==> src/rtl/uart_tx_fifo.sv <==
`default_nettype none
// ----------------------------------------------------------------------------
// uart_tx_fifo : UART transmitter with transmit FIFO and valid/ready byte input
// Revision     : 1.0
// ----------------------------------------------------------------------------
module uart_tx_fifo #(
   parameter int CLK_HZ     = 100000000,
   parameter int BAUD       = 9600,
   parameter int DATA_BITS  = 8,
   parameter int PARITY     = 0,
   parameter int STOP_BITS  = 1,
   parameter int FIFO_DEPTH = 4
) (
   input  logic                                 clk,
   input  logic                                 rst,
   input  logic [DATA_BITS-1:0]                 tx_data,
   input  logic                                 tx_valid,
   output logic                                 tx_ready,
   output logic                                 tx,
   output logic                                 busy,
   output logic [$clog2(FIFO_DEPTH+1)-1:0]      fifo_count
);

   localparam int DIV = (CLK_HZ + BAUD / 2) / BAUD;
   localparam int BCW = (DIV > 1) ? $clog2(DIV) : 1;
   localparam int AW  = (FIFO_DEPTH > 1) ? $clog2(FIFO_DEPTH) : 1;
   localparam int CW  = $clog2(FIFO_DEPTH + 1);
   localparam int NW  = $clog2(DATA_BITS + 1);

   localparam logic [BCW-1:0] BAUD_LAST = BCW'(DIV - 1);
   localparam logic [NW-1:0]  DATA_LAST = NW'(DATA_BITS - 1);
   localparam logic [NW-1:0]  STOP_LAST = NW'(STOP_BITS - 1);
   localparam logic [CW-1:0]  FULL_CNT  = CW'(FIFO_DEPTH);

   localparam logic [2:0] S_IDLE   = 3'd0;
   localparam logic [2:0] S_START  = 3'd1;
   localparam logic [2:0] S_DATA   = 3'd2;
   localparam logic [2:0] S_PARITY = 3'd3;
   localparam logic [2:0] S_STOP   = 3'd4;

   logic [DATA_BITS-1:0] mem [FIFO_DEPTH];
   logic [AW-1:0]        wr_ptr;
   logic [AW-1:0]        rd_ptr;
   logic [CW-1:0]        count_next;
   logic [DATA_BITS-1:0] head;
   logic                 head_par;

   logic [2:0]           state;
   logic [BCW-1:0]       baud_cnt;
   logic [NW-1:0]        bit_cnt;
   logic [DATA_BITS-1:0] shreg;
   logic                 par_bit;

   logic                 push;
   logic                 pop;
   logic                 baud_last;
   logic                 stop_done;
   logic                 going_idle;

   assign head     = mem[rd_ptr];
   assign head_par = (PARITY == 1) ? ~^head : ^head;

   always_comb begin
      push       = tx_valid && tx_ready;
      baud_last  = (baud_cnt == BAUD_LAST);
      stop_done  = (state == S_STOP) && baud_last && (bit_cnt == STOP_LAST);
      // A new frame is launched either from idle or straight out of the last stop bit
      pop        = (fifo_count != '0) && ((state == S_IDLE) || stop_done);
      going_idle = ((state == S_IDLE) || stop_done) && !pop;
      count_next = fifo_count;
      if (push && !pop) begin
         count_next = fifo_count + CW'(1);
      end else if (!push && pop) begin
         count_next = fifo_count - CW'(1);
      end
   end

   always_ff @(posedge clk) begin
      if (push) begin
         mem[wr_ptr] <= tx_data;
      end
   end

   always_ff @(posedge clk) begin
      if (rst) begin
         wr_ptr     <= '0;
         rd_ptr     <= '0;
         fifo_count <= '0;
         tx_ready   <= 1'b1;
         busy       <= 1'b0;
      end else begin
         if (push) begin
            wr_ptr <= wr_ptr + AW'(1);
         end
         if (pop) begin
            rd_ptr <= rd_ptr + AW'(1);
         end
         fifo_count <= count_next;
         tx_ready   <= (count_next != FULL_CNT);
         busy       <= !going_idle || (count_next != '0);
      end
   end

   always_ff @(posedge clk) begin
      if (rst) begin
         state    <= S_IDLE;
         tx       <= 1'b1;
         baud_cnt <= '0;
         bit_cnt  <= '0;
         shreg    <= '0;
         par_bit  <= 1'b0;
      end else begin
         case (state)
            S_IDLE: begin
               if (pop) begin
                  shreg    <= head;
                  par_bit  <= head_par;
                  baud_cnt <= '0;
                  tx       <= 1'b0;
                  state    <= S_START;
               end
            end
            S_START: begin
               if (baud_last) begin
                  baud_cnt <= '0;
                  bit_cnt  <= '0;
                  tx       <= shreg[0];
                  shreg    <= shreg >> 1;
                  state    <= S_DATA;
               end else begin
                  baud_cnt <= baud_cnt + BCW'(1);
               end
            end
            S_DATA: begin
               if (baud_last) begin
                  baud_cnt <= '0;
                  if (bit_cnt == DATA_LAST) begin
                     bit_cnt <= '0;
                     if (PARITY != 0) begin
                        tx    <= par_bit;
                        state <= S_PARITY;
                     end else begin
                        tx    <= 1'b1;
                        state <= S_STOP;
                     end
                  end else begin
                     bit_cnt <= bit_cnt + NW'(1);
                     tx      <= shreg[0];
                     shreg   <= shreg >> 1;
                  end
               end else begin
                  baud_cnt <= baud_cnt + BCW'(1);
               end
            end
            S_PARITY: begin
               if (baud_last) begin
                  baud_cnt <= '0;
                  bit_cnt  <= '0;
                  tx       <= 1'b1;
                  state    <= S_STOP;
               end else begin
                  baud_cnt <= baud_cnt + BCW'(1);
               end
            end
            S_STOP: begin
               if (baud_last) begin
                  baud_cnt <= '0;
                  if (bit_cnt == STOP_LAST) begin
                     bit_cnt <= '0;
                     if (pop) begin
                        shreg   <= head;
                        par_bit <= head_par;
                        tx      <= 1'b0;
                        state   <= S_START;
                     end else begin
                        tx    <= 1'b1;
                        state <= S_IDLE;
                     end
                  end else begin
                     bit_cnt <= bit_cnt + NW'(1);
                  end
               end else begin
                  baud_cnt <= baud_cnt + BCW'(1);
               end
            end
            default: begin
               tx    <= 1'b1;
               state <= S_IDLE;
            end
         endcase
      end
   end

endmodule
`default_nettype wire
==> config.mk <==
export PLATFORM = sky130hd
export DESIGN_NAME = uart_tx_fifo
export DESIGN_NICKNAME = d
export VERILOG_FILES = /design/src/rtl/uart_tx_fifo.sv
export SDC_FILE = /design/constraint.sdc
export NUM_CORES = 1
export LEC_CHECK = 0
export CAP_MARGIN = 40
export CORE_MARGIN = 3
export CORE_UTILIZATION = 47
export CTS_CLUSTER_DIAMETER = 50
export CTS_CLUSTER_SIZE = 25
export DETAILED_ROUTE_END_ITERATION = 10
export SYNTH_ARGS = -nofsm -noshare
export SYNTH_HDL_FRONTEND = slang
export SYNTH_SLANG_ARGS = --single-unit
==> constraint.sdc <==
create_clock -name clk -period 5.37 [get_ports clk]
set_input_delay 0.537 -clock clk [delete_from_list [all_inputs] [get_ports clk]]
set_output_delay 0.537 -clock clk [all_outputs]
set_load 0.05 [all_outputs]
* After elaboration in Yosys (flattened, before gate mapping)
Memories as Yosys holds them, arrays and structs flattened. A register that Yosys moved wholly into a read port is not among the register bits. Cells that the tools add are included. Widths: inputs -> output; s select.
Storage, ports and cells: register bits after elaboration 39, bits in writable memories 32, input bits 11, output and inout port bits 6, memories 1
Cells by class: add/sub/neg operators 6, equality and inequality tests 16, multiplexer cells 40, reductions and logical operators 26
Memory list:
- mem | words 4, width 8, read ports 1, clocked after Yosys merged registers in 1, wr ports 1, line 41 | logic [DATA_BITS-1:0] mem [FIFO_DEPTH];
Operators with widths (count):
- $mux 8 | 6
- $pmux 8 s4 | 1
- $mux 14 | 2
- $pmux 14 s2 | 1
- $mux 3 | 9
- $mux 4 | 5
- $pmux 3 s5 | 1
- $add 14x1->14 const B | 1
- $eq 14x14->1 const B | 1
- $ne 2x2->1 const B | 7
- $pmux 4 s3 | 1
- $reduce_and 6->1 | 2
- $mux 1 | 11
- $reduce_bool 3->1 | 3
- $logic_and 1x1->1 | 7
- $reduce_and 7->1 | 1
- $eq 3x2->1 const B | 2
- $pmux 1 s5 | 1
- $add 2x1->2 const B | 2
- $add 4x1->4 const B | 1
- $eq 4x3->1 const B | 1
- $logic_not 4->1 | 1
- $mux 2 | 2
- $ne 2x1->1 const B | 2
- 14 further kinds | 17

* Longest topological paths before layout
depth in word-level cells 10, mapped depth 8

* Least setup slack after synthesis
Ideal clock, no wire load.
path kind register to register, start reg fifo_count[0], end reg shreg[0], setup time 121 ps, arrival 2298 ps, required time 5249 ps, path slack 2951 ps, stages on the path, launching flop included 8, period minus slack after synthesis 2419 ps, cell sequence dfxtp_1 > inv_1 > ha_1 > nand2b_1 > nand3_1 > a2111oi_4 > o31ai_2 > mux2_2
Between the ends: longest elaborated chain between the ends 6
Ends and longest elaborated chain:
- start, declared | line 21 | output logic [$clog2(FIFO_DEPTH+1)-1:0] fifo_count
- start signal, assigned | line 98 | fifo_count <= count_next;
- $reduce_bool 3->1 * | line 68 | pop = (fifo_count != '0) && ((state == S_IDLE) || stop_done);
- $logic_and 1x1->1 * | line 68
- $mux 8 *
- $mux 8 (2 in a row)
- $pmux 8 s4 *
- end signal, assigned | line 128 | shreg <= shreg >> 1;
- end signal, assigned | line 149 | shreg <= shreg >> 1;
- end, declared | line 51 | logic [DATA_BITS-1:0] shreg;
Every way passes the cells marked *; elsewhere a longest branch is shown, timed or not. The select of a mux whose other input is x is not followed. A chain may end at the register's enable or synchronous reset.

* Final worst setup path
start reg bit_cnt[0], end reg busy
Between the ends: longest elaborated chain between the ends 9, elaborated cells on any way between the ends 13
Ends and longest elaborated chain:
- start, declared | line 50 | logic [NW-1:0] bit_cnt;
- start signal, assigned | line 147 | bit_cnt <= bit_cnt + NW'(1);
- start signal, assigned | line 180 | bit_cnt <= bit_cnt + NW'(1);
- $logic_not 4->1 * | line 66 | stop_done = (state == S_STOP) && baud_last && (bit_cnt == STOP_LAST);
- $logic_and 1x1->1 * | line 66
- $logic_or 1x1->1 * | line 68, 69
- $logic_and 1x1->1 | line 68
- $logic_and 1x1->1 / $logic_not 1->1 (equally long branches) | line 73, 69, 71
- $mux 3 / $logic_and 1x1->1 (equally long branches) | line 73, 71
- $mux 3 | line 71 | if (push && !pop) begin
- $reduce_bool 3->1 | line 100 | busy <= !going_idle || (count_next != '0);
- $logic_or 1x1->1 * | line 100
- end signal, assigned | line 100
- end, declared | line 20 | output logic busy,
Every way passes the cells marked *; elsewhere a longest branch is shown, timed or not.

==> reports/results.txt <==
# setup viols final - 0
clock power share - 23.5%
deepest clock path buffer count - 2
total gr overflow - 0
largest cells by area after synthesis - edfxtp_1 (27%), dfxtp_1 (23%), mux4_2 (5.1%), ha_1 (3.9%), nor2_1 (3.1%)
largest net degree at the start of global routing - 38
slowest CP cell - nor3b_1
finished layout cell area - 3960 sq um
Total GRT Usage - 17.1%
Comb pwr share - 36.9%
sw frac - 37.2%
DRC violations left - 0
Tcrit/Tclk final - 51.9%
clock sinks - 73
Synth Net Count - 346
max frequency - 0.359 GHz
Rows - 30
dpl hpwl - 4580 um
sequential-to-total area share from yosys stat - 50.8%
n_diodes - 0
cells after synthesis - 324
internal power - 1.22 mW
flops & latches, synth - 73
hold slack final - 0.496 ns
final RePlAce weighted congestion - 0.791
CP Class - reg -> reg
Die Wd - 92.4 um
CTS Hold Bufs - 0
Req. time, crit path - 5.60 ns
cell area after synthesis - 3510 sq um
Routed WL per cell - 15.2 um
max-slew violations - 0
pre-CTS WS - 2.66 ns
clock transition at the registers of the reported paths - 0.08 ns
Root Driver - clkbuf_8
final non-filler cell total - 440
CP cell instances - inv_1, ha_1, nor3b_1, nand3_1, o31ai_1, nor2b_1, a221oi_1
slowest stage delay, CP - 0.65 ns
H-Tree Depth - 3
Hold Fails Final Rpt - 0
final setup TNS - 0 ns
initial core utilization - 50.0%
crit end category - flop
Core ar. - 7020 sq um
first-pass GRT wire length - 11,400 um
layout cells sized above 1 - 11.6%
clk_lat worst skew - 0.35 ns
post-synthesis area per instance - 10.8 sq um
TritonRoute pass-1 iters - 4
CTS Buf Count - 9
Synth async-reset ratio - 0%
Vias/cell - 5.47
peak supply drop - 278 uV
sequential share of power - 39.6%
Routed WL - 6670 um
die area - 8540 sq um
critical path arrival - 3.02 ns
Post-synth EDFFs - 32
initial antenna violation count - 0
top-area cell type share of the netlist area - 27.4%
max-cap viol count - 0
clk_skew - 0.00591 ns
Area Overhead vs Synth - 12.8%
vias in the first global route - 2,265
crit path launch type - flop
I/O Buffers - 16
post-synthesis cell type count - 52
outcome - completed
Worst slew margin - 44.3%
IO Pins - 17
Least-Margin Pin Slew - 0.833 ns
LEAKAGE - 1.35 nW
CP delay by family, top - simple AND/OR/NAND/NOR gates
Synth area leader - edfxtp_1
Max FO, Critical Path - 7
via count - 2,408
Inst Count DP - 424
Initial DRC Count - 96
RSZ-0062 raised after global routing - no
Psw - 0.720 mW
Nets - 361
yosys warns - 0
CTS resizes - 0
PD cells - 489 nW/um^2
DRT antenna net count - 0
Period minus WS final - 2.79 ns
worst hold path type - reg -> reg
TritonCTS clock tree - built
postcts setup bufs - 0
Most used DFF post-synth - dfxtp_1
CP bufs+invs - 1
die height - 92.4 um
PnR worst setup slack - 2.58 ns
Placed Area - 3750 sq um
[logic make-up after synthesis]
family          Yosys count  share of synthesized area [%]
compound gates           61                           11.8
xor+xnor                 13                           3.24
fa+ha+maj                11                           3.92
buf+inv                  29                           3.17
flops                    73                           50.8
mux                      23                           9.66
simple gates            114                           17.5
[cell type report]
class                   instances  area, sq um
repair buffers                 18          175
clock inverters                 7         85.1
clock buffers                   9          124
flip-flops and latches         73         1780
multi-input cells             222         1620
fillers                       632         3060
well taps                      96          120
inverters                      15         56.3
[worst min-delay path, delay by kind of cell, from the launching register on]
family / cells / cell delay (ns)
simple gates: 1 / 0.06
flops: 1 / 0.32
mux: 1 / 0.07
[per-layer routing]
metal  GRT usage (%)  vias up  part of all wire [%]
met5               0        -                     0
met4            8.17        0                   1.8
met3            3.25        9                   2.8
met2            22.5       29                    42
met1            26.4     1145                    54
li1                -     1225                     -
[sequential cells by signal, summed over array words and instances (netlist names), named ones only]
| name | flops |
|---|---|
| baud_cnt | 14 |
| tx_ready | 1 |
| rd_ptr | 2 |
| busy | 1 |
| bit_cnt | 4 |
| tx | 1 |
| wr_ptr | 2 |
| state | 3 |
| mem | 32 |
| fifo_count | 3 |
| shreg | 8 |
[power groups by stage]
| stage | sequential (mW) | clock (mW) | combinational (mW) |
|---|---|---|---|
| floorplan | 0.793 | 0 | 0.526 |
| global placement | 0.776 | 0 | 0.711 |
| detailed placement | 0.779 | 0 | 0.710 |
| CTS | 0.768 | 0.467 | 0.717 |
| global route | 0.785 | 0.493 | 0.789 |
| finish | 0.768 | 0.455 | 0.715 |
[cells in the mapped netlist (4+ instances only)]
cell	number
o21ai_0	13
nor2b_1	12
nor2_1	29
mux4_2	8
xnor2_1	11
nand3_1	11
nand2b_1	4
mux2i_1	8
clkbuf_1	9
ha_1	11
edfxtp_1	32
inv_1	15
mux2_2	7
nand2_1	16
a21oi_1	16
o22ai_1	4
dfxtp_1	41
nor3_1	4
a31oi_1	5
and3_1	8
or3_1	6
[path summary, 6_finish.rpt]
check             slack [ns]  startpoint  depth (start not counted)       end
setup / recovery        2.58  bit_cnt[0]                          7      busy
hold / removal          0.50    shreg[7]                          2  shreg[7]
setup reg to reg        2.58  bit_cnt[0]                          7      busy
hold reg to reg         0.50    shreg[7]                          2  shreg[7]
[stage by stage]
stage | power [mW] | utilization, %
after floorplan | 1.32 | -
after global placement | 1.49 | 53.4
after detailed placement | 1.49 | 53.4
after CTS | 1.95 | 56.4
after global routing | 2.07 | 56.4
final | 1.94 | 56.4
[placed cells by master (no fill, tap or decap), types with 9 or more instances in the layout]
cell type	Yosys	routed
inv_1	15	15
dfxtp_1	41	41
ha_1	11	11
edfxtp_1	32	32
o21ai_0	13	13
a21oi_1	16	16
nor2b_1	12	12
nand3_1	11	11
clkdlybuf4s50_1	0	16
nand2_1	16	16
clkbuf_8	0	9
xnor2_1	11	11
nor2_1	29	29
Note: power is estimated with default switching activity, not from simulation.
